`src/rtl/hazard_scoreboard.sv`:
```
`default_nettype none
// ============================================================================
// Module   : hazard_scoreboard
// Purpose  : ID-stage stall logic using a per-register latency countdown
//            scoreboard with RAW/WAW detection and a saturating stall counter.
// Revision : 1.0 - initial release
// ============================================================================
module hazard_scoreboard #(
    parameter int NUM_REGS = 32,
    parameter int ADDR_W   = 5,
    parameter int NUM_SRC  = 2,
    parameter int MAX_LAT  = 3,
    parameter int LAT_W    = 2,
    parameter int CNT_W    = 32
) (
    input  logic                      i_clk,
    input  logic                      i_rst_n,
    input  logic                      i_id_valid,
    input  logic [NUM_SRC*ADDR_W-1:0] i_src_addr,
    input  logic [NUM_SRC-1:0]        i_src_used,
    input  logic [ADDR_W-1:0]         i_rd_addr,
    input  logic                      i_rd_wren,
    input  logic [LAT_W-1:0]          i_lat,
    input  logic                      i_hold,
    input  logic                      i_flush,
    output logic                      o_stall_from_ID,
    output logic                      o_issue,
    output logic [NUM_SRC-1:0]        o_stall_src,
    output logic                      o_stall_waw,
    output logic [NUM_REGS-1:0]       o_busy_mask,
    output logic [CNT_W-1:0]          o_stall_cnt
);

    localparam logic [LAT_W-1:0] c_max_lat = LAT_W'(MAX_LAT);

    logic [LAT_W-1:0] cnt_q [NUM_REGS];
    logic [LAT_W-1:0] cnt_d [NUM_REGS];
    logic [CNT_W-1:0] stall_cnt_q;
    logic [CNT_W-1:0] stall_cnt_d;
    logic [LAT_W-1:0] w_lat;
    logic             w_rd_nz;

    assign w_lat   = (i_lat > c_max_lat) ? c_max_lat : i_lat;
    assign w_rd_nz = (i_rd_addr != '0);

    generate
        for (genvar k = 0; k < NUM_SRC; k++) begin : g_src
            logic [ADDR_W-1:0] w_src;
            assign w_src          = i_src_addr[k*ADDR_W +: ADDR_W];
            assign o_stall_src[k] = i_id_valid & i_src_used[k] & (w_src != '0)
                                  & (cnt_q[w_src] != '0);
        end
        for (genvar r = 0; r < NUM_REGS; r++) begin : g_busy
            assign o_busy_mask[r] = (cnt_q[r] != '0);
        end
    endgenerate

    // Only a strictly longer pending write blocks; equal or shorter older
    // writes are guaranteed to retire first.
    assign o_stall_waw     = i_id_valid & i_rd_wren & w_rd_nz & (cnt_q[i_rd_addr] > w_lat);
    assign o_stall_from_ID = ((|o_stall_src) | o_stall_waw) & ~i_flush;
    assign o_issue         = i_id_valid & ~o_stall_from_ID & ~i_hold & ~i_flush;
    assign o_stall_cnt     = stall_cnt_q;

    always_comb begin
        for (int r = 0; r < NUM_REGS; r++) begin
            cnt_d[r] = cnt_q[r];
            if (!i_hold && cnt_q[r] != '0) begin
                cnt_d[r] = cnt_q[r] - LAT_W'(1);
            end
        end
        if (o_issue && i_rd_wren && w_rd_nz && w_lat != '0) begin
            cnt_d[i_rd_addr] = w_lat;
        end
        cnt_d[0] = '0;
    end

    always_comb begin
        stall_cnt_d = stall_cnt_q;
        if (o_stall_from_ID && stall_cnt_q != '1) begin
            stall_cnt_d = stall_cnt_q + CNT_W'(1);
        end
    end

    always_ff @(posedge i_clk or negedge i_rst_n) begin
        if (!i_rst_n) begin
            for (int r = 0; r < NUM_REGS; r++) begin
                cnt_q[r] <= '0;
            end
            stall_cnt_q <= '0;
        end else begin
            for (int r = 0; r < NUM_REGS; r++) begin
                cnt_q[r] <= cnt_d[r];
            end
            stall_cnt_q <= stall_cnt_d;
        end
    end

endmodule
`default_nettype wire

```
`config.mk`:
```
export PLATFORM = sky130hd
export DESIGN_NAME = hazard_scoreboard
export DESIGN_NICKNAME = d
export VERILOG_FILES = /design/src/rtl/hazard_scoreboard.sv
export SDC_FILE = /design/constraint.sdc
export NUM_CORES = 1
export LEC_CHECK = 0
export ABC_AREA = 1
export BUFFER_PORTS_ARGS = -buffer_cell sky130_fd_sc_hd__buf_4
export CAP_MARGIN = 20
export CORE_MARGIN = 1.5
export CORE_UTILIZATION = 45
export DETAILED_ROUTE_END_ITERATION = 8
export HOLD_SLACK_MARGIN = 0.02
export PLACE_DENSITY = 0.72
export RECOVER_POWER = 25
export SYNTH_ARGS = -nofsm -noshare
export SYNTH_HDL_FRONTEND = slang
export SYNTH_SLANG_ARGS = --single-unit
```
`constraint.sdc`:
```
create_clock -name i_clk -period 4.7 [get_ports i_clk]
set_input_delay 0.94 -clock i_clk [delete_from_list [all_inputs] [get_ports i_clk]]
set_output_delay 0.94 -clock i_clk [all_outputs]
set_load 0.05 [all_outputs]
```
# Word level (Yosys, flattened, before mapping)
# Index checks and enable logic that the tools add are counted.
# W data, S select, Z words.
dict set report op_classes {
  add_sub_neg 32
  n_lt_le_gt_ge 6
  eq_ne 1
  n_mux 45
  n_bitwise 20
  n_reduce_logical 75
}
# op n
set ops {}
lappend ops {{$mux W2} 39}
lappend ops {{$reduce_bool A2 Y1} 34}
lappend ops {{$bwmux W64} 1}
lappend ops {{$mux W62} 1}
lappend ops {{$sub A2 B1 Y2 const B} 31}
lappend ops {{$logic_and A1 B1 Y1} 36}
lappend ops {{$add A32 B1 Y32 const B} 1}
lappend ops {{$ne A32 B32 Y1 const B} 1}
lappend ops {{$bmux W2 S5} 3}
lappend ops {{$ge A6 B6 Y1 const B} 3}
lappend ops {{$not A5 Y6} 3}
lappend ops {{$reduce_bool A5 Y1} 3}
lappend ops {{$and A1 B1 Y1} 13}
lappend ops {{$demux W2 S5} 1}
lappend ops {{$lt A6 B1 Y1 const B} 1}
lappend ops {{$not A1 Y1} 3}
lappend ops {{$gt A2 B2 Y1} 1}
lappend ops {{$gt A2 B2 Y1 const B} 1}
lappend ops {{$reduce_or A2 Y1} 1}
lappend ops {{$logic_not A1 Y1} 1}
lappend ops {{$or A1 B1 Y1} 1}
dict set report totals {
  regBits 94
  inputBits 25
  elab_cells 211
}

# Longest topological paths before layout
dict set report logic_depth {
  depth_word 17
  depth_mapped 19
}

# Least setup slack after synthesis
# Ideal clock, no wire load.
dict set report synth_timing {
  path_kind {in2out}
  from {in i_rd_addr[0]}
  to {out o_issue}
  arrival_ps 3859
  required_ps 3760
  slack_ps -99
  cell_stages 13
  cell_sequence {inv_1 -> nand2_1 -> clkbuf_1 -> o221ai_1 -> nand2_1 -> nand4_1 -> or2_2 -> ha_1 -> a21oi_1 -> a211oi_1 -> nand3_1 -> nand2_4 -> nor3b_1}
}
dict set report synth_via {
  elab_chain_len 12
}
# item line
set synth_rtl {}
lappend synth_rtl {{start: declaration} 21} ;# input logic [ADDR_W-1:0] i_rd_addr,
lappend synth_rtl {{$not A5 Y6 (not written as such)} 60} ;# assign o_stall_waw = i_id_valid & i_rd_wren & w_rd_nz & (cnt_q[i_rd_addr] > w_lat);
lappend synth_rtl {{$bmux W2 S5} 60}
lappend synth_rtl {{$mux W2 (not written as such) (2 in a row)} 60}
lappend synth_rtl {{$gt A2 B2 Y1} 60}
lappend synth_rtl {{$and A1 B1 Y1 (*)} 60}
lappend synth_rtl {{$or A1 B1 Y1 (*)} 61} ;# assign o_stall_from_ID = ((|o_stall_src) | o_stall_waw) & ~i_flush;
lappend synth_rtl {{$and A1 B1 Y1 (*)} 61}
lappend synth_rtl {{$not A1 Y1 (*)} 62} ;# assign o_issue = i_id_valid & ~o_stall_from_ID & ~i_hold & ~i_flush;
lappend synth_rtl {{$and A1 B1 Y1 (*) (3 in a row)} 62}
lappend synth_rtl {{end: declaration} 27} ;# output logic o_issue,
# Mark *: on every way between the ends. The rest lies on a longest branch, timed or not. The select of a mux whose other input is x is not followed.

# Worst setup path after layout
dict set report layout_timing {
  from {in i_rd_addr[0]}
  to {out o_stall_from_ID}
}
dict set report layout_via {
  elab_chain_len 8
}
# item line
set layout_rtl {}
lappend layout_rtl {{$not A5 Y6 (not written as such)} 60}
lappend layout_rtl {{$bmux W2 S5} 60}
lappend layout_rtl {{$mux W2 (not written as such) (2 in a row)} 60}
lappend layout_rtl {{$gt A2 B2 Y1} 60}
lappend layout_rtl {{$and A1 B1 Y1 (*)} 60}
lappend layout_rtl {{$or A1 B1 Y1 (*)} 61}
lappend layout_rtl {{$and A1 B1 Y1 (*)} 61}
lappend layout_rtl {{end: declaration} 26} ;# output logic o_stall_from_ID,
# Marked as above.

==> flow_summary.toml <==
[layout]
nNetsFinal = 1402
final_cells = 1576
syn2layout_area_growth_pct = 14.4
antenna_cells = 0
drive_above_1_share = 0.115

[clock_network]
clkSlewWorstSetupHoldPaths_ps = 80
cts-root-buf = "clkbuf_16"
postCtsHoldBufs = 0
cts.repair.resized = 0
cts_tree = "yes"
cts_setup_buffers = 0
clock_sinks = 94
clock_latency_ps = 370
numCtsBuffers = 9
clockBufferDepth = 2
cts_htree_levels = 3

[route]
drc = 0
postRouteAntennaNets = 0
vias = 8899
first_iter_violations = 742
drtPass1Iterations = 6
routedWlPerCell_um = 17.0
viasPerCell = 5.65
wl_um = 26700

[timing]
max-slew-margin-rel = -0.136
tns_ps = 0
worstMarginPinSlew_ps = 1700
hold_violations = 0
rsz0062_at_grt = "false"
fin_skew_ps = 10.9
fmax_mhz = 224
period_share = 0.951
setup_viol = 0
final_max_slew_viol_count = 97
fin_crit_ps = 4470

[floorplan]
die_width_um = 138
die_area_um2 = 19200
die_y_um = 138
core_um2 = 18000
rows = 49
io_pins = 94
start_util = 0.459

[global_routing]
grt_start_max_net_pins = 65
grt_pass1_vias = 8176
track_usage = 0.282
grt_overflow_total = 0
antenna_found_initial = 0
grt_pass1_wl_um = 43500

[worst_setup_path]
crit_family = "simple AND/OR/NAND/NOR gates"
cp_num_cells = 17
reg2reg_slack_ps = 1330
crit_slowest_cell = "nand3_1"
arrival_ps = 3530
worstPathCellList = "buf_4 > inv_1 > nor2_1 > buf_12 > a22oi_1 > o221ai_1 > nand2_1 > nand4_1 > or2_2 > ha_1 > a21oi_1 > a211oi_1 > nand3_1 > nand2_4 > nor2_8 > nor2_1 > buf_4"
cp_max_fo = 23
startpoint = "i_rd_addr[0]"
critPathKind = "primary input to primary output"
worstPathRequired_ps = 3760
ff2ff_path_depth = 15
rr_endpoint = "cnt_q[56]$_DFF_PN0_"
path_buf_inv = 4
worstSetupStartpointType = "primary input"
endpoint = "o_stall_from_ID"
critPathMaxStageDelay_ps = 310
worstReg2RegStart = "cnt_q[39]$_DFF_PN0_"
endpoint_kind = "primary output"

[power]
worst_ir_drop_vdd_mv = 0.475
seqPwrFrac = 0.276
p_sw_frac = 0.512
power_frac_comb = 0.571
power_switching_mw = 2.73
p_int_mw = 2.61
total_power_mw = 5.34
clkPwrFrac = 0.154
power_density_nw_per_um2 = 566
p_leak_nw = 4.98

[synthesis]
synth_async_sr_flop_share = 1.00
synthCells = 1270
ys.flop_type = "dfrtp_1"
ys_seq_elements = 94
ys_types = 39
syn_area_um2 = 8250
synth_edf_count = 0
ys_seq_area_frac = 0.285
ys.warnings.count = 0
avgSynthCellArea_um2 = 6.50
synth_nets = 1329

[placement]
io_buffers = 92
dp_hpwl_um = 19100
dp.cells = 1561
gp_congestion = 0.985

[outcome]
violations = "max-capacitance violations, max-slew violations"
status = "complete, but fails checks"

[hold_path]
hold_path.class = "flip-flop to flip-flop"

[flow_run]
maxCapViolCount = 2
[registers in the layout, indices dropped and copies added, names as in the netlist]
register	cells
o_stall_cnt	32
cnt_q	62
[placed cells by master, fill, tap and decap left out, types with 2 or more instances in the layout]
cell / n
nand2_1: 407
nor2_1: 143
inv_1: 135
buf_4: 112
nand4_1: 105
dfrtp_1: 94
o21ai_0: 77
xor2_1: 52
a21oi_1: 37
ha_1: 34
nand3_1: 32
nor3_1: 22
o221ai_1: 14
a22oi_1: 13
xnor2_1: 9
clkbuf_16: 9
nor4_1: 7
nor2_2: 5
nand3_2: 4
inv_2: 3
nor3_2: 2
o22ai_1: 2
nand2_2: 2
clkinv_1: 2
nor2_4: 2
inv_6: 2
bufinv_16: 2
buf_12: 2
[worst reg2reg max path, stage by stage, from the launching register on]
cell and delay, ps:
dfrtp_1 470, a22oi_1 220, o221ai_1 140, nand2_1 80, nand4_1 80, or2_2 300, ha_1 300, a21oi_1 70
a211oi_1 160, nand3_1 310, inv_1 200, a21oi_2 60, nand4_4 60, buf_4 560, nand2_1 200, nand2_1 100
[synthesized netlist by cell type (3+ instances only)]
library cell	instances	share of area
nand2_1	407	0.19
nor2_1	143	0.065
inv_1	135	0.061
nand4_1	105	0.080
dfrtp_1	94	0.29
o21ai_0	77	0.047
xor2_1	52	0.055
a21oi_1	38	0.023
ha_1	34	0.052
nand3_1	32	0.019
nor3_1	23	0.014
clkbuf_1	22	0.010
buf_2	15	0.0091
o221ai_1	14	0.015
a22oi_1	13	0.012
buf_6	12	0.016
xnor2_1	9	0.0096
nor4_1	7	0.0053
buf_4	5	0.0045
nor2_2	5	0.0038
nand3_2	4	0.0049
inv_2	3	0.0014
[metrics by stage]
stage	worst slack [ps]	hold WS [ps]	instance area, um^2	utilization
2_1_floorplan	97.9	546	8260	-
3_3_place_gp	335	533	9130	0.508
3_5_place_dp	281	534	9130	0.508
4_1_cts	275	554	9450	0.526
5_1_grt	61.0	610	9440	0.525
6_report	230	550	9440	0.525
[per-layer routing]
layer,global-route usage,share of wire,vias to the layer above
li1,-,-,4333
met1,0.397,0.44,4109
met2,0.433,0.45,413
met3,0.0578,0.088,44
met4,0.0920,0.024,0
met5,0,0,-
[power groups by stage]
stage	clock, mW	sequential (mW)	combinational, mW
floorplan	0	1.41	2.28
global placement	0	1.48	2.94
detailed placement	0	1.47	3.02
CTS	0.830	1.46	3.04
global route	0.864	1.50	3.48
finish	0.822	1.47	3.05
[logic make-up (layout without fill, tap and decap cells)]
group | Yosys count | after routing | synth area share
AOI/OAI and AO/OA | 149 | 149 | 0.103
xor gates and xnor gates | 61 | 61 | 0.0647
other | 1 | 1 | 0.000454
and+or+nand+nor | 737 | 737 | 0.391
adders and majority gates | 34 | 34 | 0.0515
DFF | 94 | 94 | 0.285
buffers and inverters | 194 | 271 | 0.104
[worst min-delay path by stage]
stage | start | end | slack (ps) | depth (start not counted)
after floorplan | cnt_q[0]$_DFF_PN0_ | cnt_q[0]$_DFF_PN0_ | 550 | 3
after detailed placement | o_stall_cnt[31]$_DFFE_PN0P_ | o_stall_cnt[31]$_DFFE_PN0P_ | 530 | 2
final | o_stall_cnt[31]$_DFFE_PN0P_ | o_stall_cnt[31]$_DFFE_PN0P_ | 550 | 2
after global placement | o_stall_cnt[31]$_DFFE_PN0P_ | o_stall_cnt[31]$_DFFE_PN0P_ | 530 | 2
after global routing | o_stall_cnt[11]$_DFFE_PN0P_ | o_stall_cnt[11]$_DFFE_PN0P_ | 610 | 2
after CTS | o_stall_cnt[31]$_DFFE_PN0P_ | o_stall_cnt[31]$_DFFE_PN0P_ | 550 | 2
[cell type report]
type                            instances  area (um^2)
Clock buffer                            9          225
Clock inverter                          6         93.8
Fill cell                            1794         8520
Inverter                              140          526
Multi-Input combinational cell        982         5070
Sequential cell                        94         2350
Tap cell                              229          287
Timing Repair Buffer                  116          890
No activity file was read; power rests on OpenSTA's default activity.
